--- src/rtl/seg7_pkg.sv ---
// Shared seven-segment definitions for the board display.
// Segments are active-low, ordered {g,f,e,d,c,b,a}.
//   SEG_0..SEG_9 : glyphs for decimal digits
//   SEG_BLANK    : all segments off
//   bcd_to_seg() : BCD digit to segment pattern; non-BCD codes give SEG_BLANK
package seg7_pkg;

    localparam logic [6:0] SEG_0     = 7'b1000000;
    localparam logic [6:0] SEG_1     = 7'b1111001;
    localparam logic [6:0] SEG_2     = 7'b0100100;
    localparam logic [6:0] SEG_3     = 7'b0110000;
    localparam logic [6:0] SEG_4     = 7'b0011001;
    localparam logic [6:0] SEG_5     = 7'b0010010;
    localparam logic [6:0] SEG_6     = 7'b0000010;
    localparam logic [6:0] SEG_7     = 7'b1111000;
    localparam logic [6:0] SEG_8     = 7'b0000000;
    localparam logic [6:0] SEG_9     = 7'b0011000;
    localparam logic [6:0] SEG_BLANK = 7'b1111111;

    function automatic logic [6:0] bcd_to_seg(input logic [3:0] d);
        logic [6:0] s;
        case (d)
            4'd0:    s = SEG_0;
            4'd1:    s = SEG_1;
            4'd2:    s = SEG_2;
            4'd3:    s = SEG_3;
            4'd4:    s = SEG_4;
            4'd5:    s = SEG_5;
            4'd6:    s = SEG_6;
            4'd7:    s = SEG_7;
            4'd8:    s = SEG_8;
            4'd9:    s = SEG_9;
            default: s = SEG_BLANK;
        endcase
        return s;
    endfunction

endpackage

--- src/rtl/bcd_digit.sv ---
// One decade of the BCD counter chain.
// Ports:
//   clock_out  : count clock (rising edge)
//   rst        : asynchronous active-high reset, clears q
//   inc / dec  : step this digit up / down (from the lower digit's carry/borrow)
//   load, d    : synchronous load; codes above 9 are stored as 0
//   q          : current digit value, always 0..9
//   carry_out  : q == 9 while incrementing
//   borrow_out : q == 0 while decrementing
module bcd_digit (
    input  logic       clock_out,
    input  logic       rst,
    input  logic       inc,
    input  logic       dec,
    input  logic       load,
    input  logic [3:0] d,
    output logic [3:0] q,
    output logic       carry_out,
    output logic       borrow_out
);

    logic [3:0] q_q, q_d;

    always_comb begin
        q_d = q_q;
        if (load) begin
            q_d = (d > 4'd9) ? 4'd0 : d;
        end else if (inc) begin
            q_d = (q_q == 4'd9) ? 4'd0 : q_q + 4'd1;
        end else if (dec) begin
            q_d = (q_q == 4'd0) ? 4'd9 : q_q - 4'd1;
        end
    end

    always_ff @(posedge clock_out or posedge rst) begin
        if (rst) begin
            q_q <= 4'd0;
        end else begin
            q_q <= q_d;
        end
    end

    assign q          = q_q;
    assign carry_out  = inc & (q_q == 4'd9);
    assign borrow_out = dec & (q_q == 4'd0);

endmodule

--- src/rtl/bcd_counter_scan.sv ---
// Multi-digit up/down BCD counter with a multiplexed common-anode display driver.
// Ports:
//   clock_out : count/scan clock (rising edge)
//   rst       : asynchronous active-high reset
//   en, up    : count enable and direction (1 = up)
//   load      : synchronous load of load_val, overrides en
//   load_val  : BCD load value, digit 0 in [3:0]
//   count     : registered BCD count
//   wrap      : one-cycle pulse when the count wraps modulo 10^DIGITS
//   seg       : active-low segments {g,f,e,d,c,b,a} of the scanned digit
//   control   : active-low anode enables, one bit low
module bcd_counter_scan
    import seg7_pkg::*;
#(
    parameter int unsigned DIGITS   = 4,
    parameter int unsigned SCAN_DIV = 4,
    parameter int unsigned BLANK_LZ = 1
) (
    input  logic                  clock_out,
    input  logic                  rst,
    input  logic                  en,
    input  logic                  up,
    input  logic                  load,
    input  logic [4*DIGITS-1:0]   load_val,
    output logic [4*DIGITS-1:0]   count,
    output logic                  wrap,
    output logic [6:0]            seg,
    output logic [DIGITS-1:0]     control
);

    localparam int unsigned PW = (SCAN_DIV > 1) ? $clog2(SCAN_DIV) : 1;
    localparam int unsigned IW = (DIGITS > 1) ? $clog2(DIGITS) : 1;
    localparam logic [PW-1:0] PRESC_MAX = PW'(SCAN_DIV - 1);
    localparam logic [IW-1:0] IDX_MAX   = IW'(DIGITS - 1);

    // Carry/borrow ripple: entry [g] steps digit g, entry [DIGITS] leaves the top digit.
    logic [DIGITS:0] inc_chain;
    logic [DIGITS:0] dec_chain;

    assign inc_chain[0] = en & up & ~load;
    assign dec_chain[0] = en & ~up & ~load;

    for (genvar g = 0; g < DIGITS; g++) begin : gen_digit
        bcd_digit u_digit (
            .clock_out  (clock_out),
            .rst        (rst),
            .inc        (inc_chain[g]),
            .dec        (dec_chain[g]),
            .load       (load),
            .d          (load_val[4*g +: 4]),
            .q          (count[4*g +: 4]),
            .carry_out  (inc_chain[g+1]),
            .borrow_out (dec_chain[g+1])
        );
    end

    logic              wrap_q, wrap_d;
    logic [PW-1:0]     presc_q, presc_d;
    logic [IW-1:0]     idx_q, idx_d;
    logic [6:0]        seg_q, seg_d;
    logic [DIGITS-1:0] control_q, control_d;
    logic [3:0]        digit_sel;
    logic              upper_nz;

    // Chain entries are already gated by en & ~load, so the top carry/borrow is the wrap.
    assign wrap_d = inc_chain[DIGITS] | dec_chain[DIGITS];

    always_comb begin
        presc_d = presc_q + PW'(1);
        idx_d   = idx_q;
        if (presc_q == PRESC_MAX) begin
            presc_d = '0;
            idx_d   = (idx_q == IDX_MAX) ? '0 : idx_q + IW'(1);
        end
    end

    // Display registers sample the current idx/count so seg and control move together.
    always_comb begin
        digit_sel = 4'd0;
        upper_nz  = 1'b0;
        control_d = '1;
        for (int i = 0; i < int'(DIGITS); i++) begin
            if (IW'(i) == idx_q) begin
                digit_sel    = count[4*i +: 4];
                control_d[i] = 1'b0;
            end
            if ((i >= int'(idx_q)) && (count[4*i +: 4] != 4'd0)) begin
                upper_nz = 1'b1;
            end
        end
        seg_d = bcd_to_seg(digit_sel);
        if ((BLANK_LZ != 0) && (idx_q != '0) && !upper_nz) begin
            seg_d = SEG_BLANK;
        end
    end

    always_ff @(posedge clock_out or posedge rst) begin
        if (rst) begin
            wrap_q    <= 1'b0;
            presc_q   <= '0;
            idx_q     <= '0;
            seg_q     <= SEG_0;
            control_q <= {{(DIGITS-1){1'b1}}, 1'b0};
        end else begin
            wrap_q    <= wrap_d;
            presc_q   <= presc_d;
            idx_q     <= idx_d;
            seg_q     <= seg_d;
            control_q <= control_d;
        end
    end

    assign wrap    = wrap_q;
    assign seg     = seg_q;
    assign control = control_q;

endmodule

--- config.mk ---
export PLATFORM = sky130hd
export DESIGN_NAME = bcd_counter_scan
export DESIGN_NICKNAME = d
export VERILOG_FILES = /design/src/rtl/seg7_pkg.sv /design/src/rtl/bcd_digit.sv /design/src/rtl/bcd_counter_scan.sv
export SDC_FILE = /design/constraint.sdc
export NUM_CORES = 1
export LEC_CHECK = 0
export ABC_CLOCK_PERIOD_IN_PS = 7050
export CAP_MARGIN = 20
export CORE_UTILIZATION = 55
export CTS_BUF_LIST = sky130_fd_sc_hd__clkbuf_16
export CTS_CLUSTER_DIAMETER = 80
export DETAILED_ROUTE_END_ITERATION = 7
export PLACE_DENSITY = 0.87
export SETUP_SLACK_MARGIN = 0.05
export SLEW_MARGIN = 10
export SYNTH_ARGS = -nofsm -noshare
export SYNTH_HDL_FRONTEND = slang
export SYNTH_SLANG_ARGS = --single-unit
--- constraint.sdc ---
create_clock -name clock_out -period 7.05 [get_ports clock_out]
set_clock_uncertainty 0.2 [all_clocks]
set_input_delay 1.0575 -clock clock_out [delete_from_list [all_inputs] [get_ports clock_out]]
set_output_delay 1.0575 -clock clock_out [all_outputs]
set_load 0.02 [all_outputs]
==> results.ini <==
[clock_network]
clk_path_buf_depth=2
postCtsSetupBuffers=0
cts_tree=yes
numCtsBuffers=5
clock_latency_ns=0.28
ctsHoldBuffers=0
clock_sinks=32
clkSlewWorstSetupHoldPaths_ns=0.06
cts_resized=0
root_buffer=clkbuf_16
htreeDepth=2

[pwr]
pwr-share-comb_pct=29.8
p_sw_uw=235
clock_power_share_pct=34.6
intPower_uw=479
ir_drop_mv=0.132
total_power_uw=714
power.density_mw_per_mm2=231
switching_share_pct=32.9
seqPwrFrac_pct=35.7
cellLeakagePower_nw=1.18

[die]
dieArea_mm2=0.00482
design.core.area_mm2=0.00435
ioPinCount=49
start_util_pct=57.4
die_w_um=69.4
row_count=24
die_h_um=69.4

[place]
portBuffers=48
gp_congestion=0.907
place_hpwl_mm=3.98

[route]
vias_per_cell=6.18
drtIter0Drc=225
drtPass1Iterations=5
drc=0
wl_per_cell_um=15.2
wirelength_mm=5.83
ant_nets=0
route.vias.total=2379

[critical_path]
required_ns=7.05
critPathLaunchType=input pin
path_class=input pin to flop
r2r_end=seg[1]
reg2reg_depth=10
startpoint=en
reg2reg_slack_ns=4.43
arrival_ns=3.29
critPathMaxFanout=12
worstSetupEndpoint=gen_digit[3].u_digit.q[1]
worstReg2RegStart=idx_q[0]
cp-end-kind=flop

[finish]
insertedDiodeCount=0
nets=359
drive_above_1_share_pct=7.51
syn2layout_area_growth_pct=23.4

[sta]
slew_viol_final=0
finalHoldViolations=0
rsz0062_at_grt=false
timing.hold.ws_ns=0.232
period_share_pct=46.6
fin_setup_tns_ns=0
setup_viol=0
fmax_mhz=305
fin_crit_ns=3.28
tightest_slew_ns=0.622
slew_headroom_pct=58.1

[flow_run]
maxCapViolations=0

[min_path]
hp-class=flop to flop

[synthesis]
yosysWarnings=0
synth_common_cells=28 x dfrtp_1, 25 x nor2_1, 25 x o21ai_0
seq_area_frac_synth_pct=32.2
yosysMostFrequentCell=dfrtp_1
synth_flop_cell=dfrtp_1
yosysTopAreaCell=dfrtp_1
avgSynthCellArea_um2=8.25
synth_top_area_share_pct=28.0
syn_area_mm2=0.00250
synth_edf_count=0
postSynthCellCount=303
postSynth.asyncResetShare_pct=100
synth_nets=330
synth_seq_cells=32
synth_area_leaders=dfrtp_1 28%, o21ai_0 5.0%, a21oi_1 4.4%, dfstp_2 4.2%, nor2_1 3.8%
synth_cell_type_count=63

[global_route]
antenna_found_initial=0
grt_pass1_vias=2165
grt_max_degree=37
grt_usage_pct=25.7
grt_pass1_wl_mm=10.0
grt-ovfl-total=0

[status]
status=complete, no violations

-- power groups by stage --
| stage | sequential, mW | combinational, mW | clock, mW |
|---|---|---|---|
| floorplan | 0.254 | 0.137 | 0 |
| global placement | 0.255 | 0.206 | 0 |
| detailed placement | 0.256 | 0.211 | 0 |
| CTS | 0.254 | 0.213 | 0.248 |
| global route | 0.260 | 0.232 | 0.258 |
| finish | 0.255 | 0.212 | 0.247 |
-- metrics by stage --
| stage | cell area [µm²] | cells | worst slack (ns) | util [%] |
|---|---|---|---|---|
| 3_3_place_gp | 2920 | 377 | 3.59 | 67.0 |
| 6_report | 3090 | 385 | 3.77 | 70.9 |
| 4_1_cts | 3090 | 385 | 3.79 | 70.9 |
| 3_5_place_dp | 2920 | 377 | 3.51 | 67.0 |
| 5_1_grt | 3090 | 385 | 3.61 | 70.9 |
| 2_1_floorplan | 2500 | 303 | 4.29 | - |
-- kinds of logic after synthesis --
kind of cell / count (synthesis) / synth area share [%]
adder cells (fa/ha/maj): 6 / 3.00
multiplexers: 1 / 0.400
buffers and inverters: 47 / 8.56
AO/OA/AOI/OAI: 99 / 27.3
AND/OR/NAND/NOR: 109 / 25.4
XOR/XNOR: 9 / 3.15
flip-flops: 32 / 32.2
-- sequential cells by signal (all words and copies together) (netlist names) --
name                 flops
control                  4
idx_q                    2
gen_digit.u_digit.q     16
seg                      7
wrap                     1
presc_q                  2
-- layer usage --
metal  GRT usage (%)  vias up  share of wire (%)
met4            7.48        0               0.98
met2            42.5       99                 48
li1                -     1180                  -
met5               0        -                  0
met1            33.5     1095                 44
met3            6.25        5                6.8
-- critical path, cell delays in order --
cell and delay (ns):
clkdlybuf4s50_1 0.68, and3b_1 0.43, and4_1 0.44, o221ai_2 0.15, a221o_1 0.36, a31oi_1 0.16
-- layout by cell type (no fill, tap or decap), drive strengths merged, types with 3 or more instances in the layout --
cell           count
inv               19
a21oi             22
ha                 6
o221ai             3
a221oi             4
nor3               8
clkdlybuf4s50     48
xnor2              9
and4bb             3
dfrtp             28
dfstp              4
nand4              3
o211ai             4
a211o              3
nor2              25
clkbuf             5
a311oi             4
a31oi              8
nor2b              6
a221o              4
nand3             10
o22ai              4
and2               4
nand3b             8
nand2             20
nor4               5
o21ai             26
-- final cells by class --
type / instances / area [µm²]
clock inverters: 3 / 42.5
well taps: 52 / 65.1
repair buffers: 50 / 495
inverters: 19 / 71.3
clock buffers: 5 / 125
multi-input cells: 224 / 1480
fillers: 343 / 1270
flip-flops and latches: 32 / 806
-- how the worst min path moves through the flow --
| stage | depth (start not counted) | endpoint | start | slack [ns] |
|---|---|---|---|---|
| CTS | 1 | presc_q[0] | presc_q[0] | 0.23 |
| detailed placement | 1 | presc_q[0] | presc_q[0] | 0.22 |
| global placement | 1 | presc_q[0] | presc_q[0] | 0.21 |
| floorplan | 1 | presc_q[0] | presc_q[0] | 0.20 |
| finish | 1 | presc_q[0] | presc_q[0] | 0.23 |
| global route | 1 | presc_q[0] | presc_q[0] | 0.27 |
No activity file was read; power rests on OpenSTA's default activity.
